[src/rtl/kernel_result_writer.sv]
// kernel_result_writer: clamps kernel results into the interior of a result RAM frame and fills
// the one-pixel border in idle write-port cycles.
module kernel_result_writer #(
   parameter int IMG_W      = 256,
   parameter int IMG_H      = 256,
   parameter int ADDR_W     = 16,
   parameter int RES_W      = 17,
   parameter int PIX_W      = 8,
   parameter int BORDER_VAL = 0
) (
   input  logic              clk,
   input  logic              rst,
   input  logic              start,
   input  logic              result_valid,
   input  logic [RES_W-1:0]  result_data,
   output logic              wr_en,
   output logic [ADDR_W-1:0] wr_addr,
   output logic [PIX_W-1:0]  wr_data,
   output logic              busy,
   output logic              done,
   output logic              err_overrun
);
   localparam int XW = $clog2(IMG_W);
   localparam int YW = ADDR_W - XW;
   localparam int NB = 2 * IMG_W + 2 * (IMG_H - 2);
   localparam int BW = $clog2(NB + 1);
   typedef enum logic [1:0] {IDLE, ACTIVE, DONE} state_t;
   state_t            state_q, state_d;
   logic [XW-1:0]     ix_q, ix_d;
   logic [YW-1:0]     iy_q, iy_d;
   logic [BW-1:0]     bidx_q, bidx_d, k;
   logic              wr_en_q, wr_en_d, err_q, err_d;
   logic [ADDR_W-1:0] wr_addr_q, wr_addr_d, b_addr;
   logic [PIX_W-1:0]  wr_data_q, wr_data_d, pix;
   logic              int_done, bdr_done;
   always_comb begin
      int_done  = iy_q == YW'(IMG_H - 1);
      bdr_done  = bidx_q == BW'(NB);
      pix       = result_data[RES_W-1] ? '0 : |result_data[RES_W-2:PIX_W] ? '1 : result_data[PIX_W-1:0];
      // side columns are visited in (left, right) pairs per row after both full rows
      k         = bidx_q - BW'(2 * IMG_W);
      b_addr    = bidx_q < BW'(IMG_W) ? ADDR_W'(bidx_q)
                : bidx_q < BW'(2 * IMG_W) ? {YW'(IMG_H - 1), bidx_q[XW-1:0]}
                : {YW'(k >> 1) + YW'(1), k[0] ? XW'(IMG_W - 1) : XW'(0)};
      state_d   = state_q;
      ix_d      = ix_q;
      iy_d      = iy_q;
      bidx_d    = bidx_q;
      wr_en_d   = 1'b0;
      wr_addr_d = wr_addr_q;
      wr_data_d = wr_data_q;
      err_d     = err_q;
      if (state_q != ACTIVE) begin
         if (start) begin
            state_d = ACTIVE;
            ix_d    = XW'(1);
            iy_d    = YW'(1);
            bidx_d  = '0;
            err_d   = 1'b0;
         end else if (result_valid) begin
            err_d = 1'b1;
         end
      end else begin
         if (result_valid) begin
            if (int_done) begin
               err_d = 1'b1;
            end else begin
               wr_en_d   = 1'b1;
               wr_addr_d = {iy_q, ix_q};
               wr_data_d = pix;
               ix_d      = ix_q == XW'(IMG_W - 2) ? XW'(1) : ix_q + XW'(1);
               iy_d      = ix_q == XW'(IMG_W - 2) ? iy_q + YW'(1) : iy_q;
            end
         end else if (!bdr_done) begin
            wr_en_d   = 1'b1;
            wr_addr_d = b_addr;
            wr_data_d = PIX_W'(BORDER_VAL);
            bidx_d    = bidx_q + BW'(1);
         end
         if (int_done && bdr_done) state_d = DONE;
      end
   end
   always_ff @(posedge clk) begin
      if (rst) begin
         state_q   <= IDLE;
         ix_q      <= '0;
         iy_q      <= '0;
         bidx_q    <= '0;
         wr_en_q   <= 1'b0;
         wr_addr_q <= '0;
         wr_data_q <= '0;
         err_q     <= 1'b0;
      end else begin
         state_q   <= state_d;
         ix_q      <= ix_d;
         iy_q      <= iy_d;
         bidx_q    <= bidx_d;
         wr_en_q   <= wr_en_d;
         wr_addr_q <= wr_addr_d;
         wr_data_q <= wr_data_d;
         err_q     <= err_d;
      end
   end
   assign wr_en       = wr_en_q;
   assign wr_addr     = wr_addr_q;
   assign wr_data     = wr_data_q;
   assign busy        = state_q == ACTIVE;
   assign done        = state_q == DONE;
   assign err_overrun = err_q;
endmodule

[config.mk]
export PLATFORM = sky130hd
export DESIGN_NAME = kernel_result_writer
export DESIGN_NICKNAME = d
export VERILOG_FILES = /design/src/rtl/kernel_result_writer.sv
export SDC_FILE = /design/constraint.sdc
export NUM_CORES = 1
export LEC_CHECK = 0
export CAP_MARGIN = 30
export CORE_MARGIN = 2
export CORE_UTILIZATION = 42
export CTS_BUF_LIST = sky130_fd_sc_hd__clkbuf_8
export CTS_CLUSTER_DIAMETER = 120
export DETAILED_ROUTE_END_ITERATION = 10
export PLACE_DENSITY = 0.73
export SLEW_MARGIN = 15
export SYNTH_ARGS = -nofsm -noshare
export SYNTH_HDL_FRONTEND = slang
export SYNTH_SLANG_ARGS = --single-unit
[constraint.sdc]
create_clock -name clk -period 2 [get_ports clk]
set_input_delay 0.4 -clock clk [delete_from_list [all_inputs] [get_ports clk]]
set_output_delay 0.4 -clock clk [all_outputs]
set_load 0.02 [all_outputs]
==> flow_metrics.env <==
export IMPL_power_density_nw_per_um2=561
export IMPL_fin_cells=531
export IMPL_drt_total_wl_um=8040
export IMPL_cp_max_fo=4
export IMPL_drc=0
export IMPL_via_per_inst=5.70
export IMPL_rsz0062_at_grt="no"
export IMPL_nFillCells=659
export IMPL_routedWlPerCell_um=15.1
export IMPL_grt_pass1_vias=2790
export IMPL_slowest_stage="clkdlybuf4s50_1"
export IMPL_slew_violations=0
export IMPL_fin_crit_sh=0.945
export IMPL_critical_path_max_stage_delay_ns=0.61
export IMPL_holdWs_ns=0.470
export IMPL_synth_top_area_share=0.356
export IMPL_cts_made_buffers=5
export IMPL_ys_async_sr_fraction=0
export IMPL_critical_path_class="reg -> out"
export IMPL_postCtsHoldBufs=0
export IMPL_fin_skew_ns=0.0107
export IMPL_cp_cell_sequence="nor2b_1 -> clkdlybuf4s50_1"
export IMPL_cap_violations=0
export IMPL_grt_overflow=0
export IMPL_worst_pin_slew_ns=0.490
export IMPL_final_antenna_net_count=0
export IMPL_grt_start_max_net_pins=19
export IMPL_max_freq_mhz=529
export IMPL_synthToLayoutAreaGrowth_pct=29.7
export IMPL_io_pins=49
export IMPL_synth_flop_cell="dfxtp_1"
export IMPL_final_setup_tns_ns=0
export IMPL_cts_clk_slew_worst_paths_ns=0.11
export IMPL_status="completed"
export IMPL_top_layer="met4"
export IMPL_grt_first_pass_wirelength_um=13400
export IMPL_synth_seq_cells=54
export IMPL_clockRootBuffer="clkbuf_8"
export IMPL_diodes=0
export IMPL_start_kind="flip-flop"
export IMPL_drtIter0Drc=207
export IMPL_port_buffers=48
export IMPL_drive_gt1_frac=0.147
export IMPL_dpl_cell_count=520
export IMPL_cts_sinks=54
export IMPL_yosysTopAreaCell="dfxtp_1"
export IMPL_ir_drop_uv=462
export IMPL_finalCriticalPeriod_ns=1.89
export IMPL_ys_types=52
export IMPL_wl_met2_um=3830
export IMPL_synth_edf_count=0
export IMPL_setup_viol=0
export IMPL_netlist_area_um2=3040
export IMPL_fin_area_um2=3940
export IMPL_die_y_um=89.0
export IMPL_h_tree_depth=2
export IMPL_synth_area_leaders="dfxtp_1, mux2i_1, nand2_1, a21oi_1, nand3_1"
export IMPL_worstPathArrival_ns=1.49
export IMPL_place_gp_congestion=0.968
export IMPL_relSlewSlack=0.670
export IMPL_synth_cells=366
export IMPL_vias=3025
export IMPL_required_ns=1.60
export IMPL_die_x_um=89.0
export IMPL_dr_pass1_iters=4
export IMPL_hold_violations=0
export IMPL_crit_path_end_kind="primary output"
export IMPL_grt_usage=0.213
export IMPL_antenna_found_initial=0
export IMPL_initial_core_util=0.440
export IMPL_critPathTopFamily="buffers and inverters"
export IMPL_fp_coreArea_um2=6910
export IMPL_clock_path_buffers=2
export IMPL_dp_hpwl_um=6080
export IMPL_yosysWarnings=0
export IMPL_wirelength_met1_um=3650
export IMPL_syn_avg_cell_area_um2=8.30
export IMPL_crit_buf_inv=1
export IMPL_dr_wl_met3_um=482
export IMPL_rows=30
export IMPL_cellLeakagePower_uw=0.00134
export IMPL_clk_latency_ns=0.33
export IMPL_dieArea_um2=7930
export IMPL_cts_tree="done"
export IMPL_finalNetCount=461
export IMPL_placed_area_um2=3790
export IMPL_ys_seq_area_frac=0.356
export IMPL_worstHoldPathType="reg -> reg"
export IMPL_syn_nets=393
## cell usage after synthesis, drive strengths merged (6+ instances only)
master and number:
dfxtp 54, nand2 42, a21oi 30, nand3 28, o21ai 27, mux2i 17
nor2 16, buf 15, clkbuf 14, a211oi 10, inv 10, nand2b 9
nand4 8, o2bb2ai 8, ha 6
## cell families (layout without fill, tap and decap cells)
family,count (synthesis),count (layout),synth area share
AND/OR/NAND/NOR,133,133,0.229
AO/OA/AOI/OAI,113,113,0.261
flip-flops,54,54,0.356
buffers and inverters,39,108,0.0618
multiplexers,17,17,0.0560
adder cells (fa/ha/maj),6,6,0.0247
XOR/XNOR,4,4,0.0115
## worst register-to-register path, cell delays in order (launching register included)
cell      delay, ns
dfxtp_1        0.37
inv_1          0.13
ha_1           0.17
nand2_2        0.11
or4_4          0.60
buf_2          0.20
a21oi_1        0.13
a311oi_1       0.06
## registers in the layout (all words and copies together) (netlist names)
signal / cells
wr_addr: 16
state_q: 2
iy_q: 8
ix_q: 8
bidx_q: 10
wr_data: 8
wr_en: 1
err_overrun: 1
## cell usage in the layout (no fill, tap or decap), types with 2 or more instances in the layout
master,instances
nand3_1,27
nand2b_1,9
mux2i_1,17
dfxtp_1,54
a21oi_1,29
nand4_1,7
nor3_1,4
o211a_1,2
buf_4,40
a31oi_1,3
a211oi_1,10
xnor2_1,2
o21ai_0,26
clkdlybuf4s50_1,47
nand2_1,41
ha_1,6
a2111oi_2,2
clkbuf_8,5
o2bb2ai_1,8
o31a_1,4
nor4_1,3
xor2_1,2
and4_1,2
o211ai_1,5
and2_1,2
inv_2,2
nor2b_1,5
o2111ai_1,3
a311oi_1,5
nor2_1,16
or3_1,5
inv_1,8
a2111o_1,4
and3_1,3
a32oi_1,3
## where the power goes
| group | internal [uW] | switching (uW) | leakage (uW) | total, uW |
|---|---|---|---|---|
| logic | 146 | 174 | 0.000847 | 320 |
| clock network | 382 | 387 | 0.0000563 | 769 |
| registers | 1100 | 17.4 | 0.000438 | 1120 |
## layout make-up
class | count | area [um^2] | area share
clock buffers | 5 | 68.8 | 0.0175
clock inverters | 3 | 48.8 | 0.0124
inverters | 10 | 37.5 | 0.00953
multi-input cells | 273 | 1780 | 0.451
flip-flops and latches | 54 | 1080 | 0.275
well taps | 96 | 120 | 0.0305
repair buffers | 90 | 805 | 0.204
## final timing paths
| check | slack (ns) | to | depth (start not counted) | from |
|---|---|---|---|---|
| setup / recovery | 0.11 | done | 2 | state_q[1] |
| hold / removal | 0.47 | wr_data[6] | 1 | wr_data[6] |
| setup reg to reg | 0.11 | wr_addr[11] | 7 | bidx_q[1] |
| hold reg to reg | 0.47 | wr_data[6] | 1 | wr_data[6] |
## metrics by stage
step                setup slack (ns)  utilization  power (uW)
global route                  0.0169        0.570        2300
detailed placement            -0.184        0.549        1460
floorplan                      0.215            -        1300
global placement              -0.181        0.549        1460
CTS                           0.0753        0.566        2220
finish                         0.109        0.570        2210
## per-layer routing
metal / global-route usage / vias up
met5: 0 / -
met1: 0.276 / 1420
met4: 0.0461 / 0
met3: 0.0452 / 6
li1: - / 1500
met2: 0.366 / 99
## what timing repair did
action,CTS,global route
buffers inserted,0,3
setup endpoints to repair,1,12
pin swaps,0,2
gates resized for setup,1,3
No activity file was read; power rests on OpenSTA's default activity.
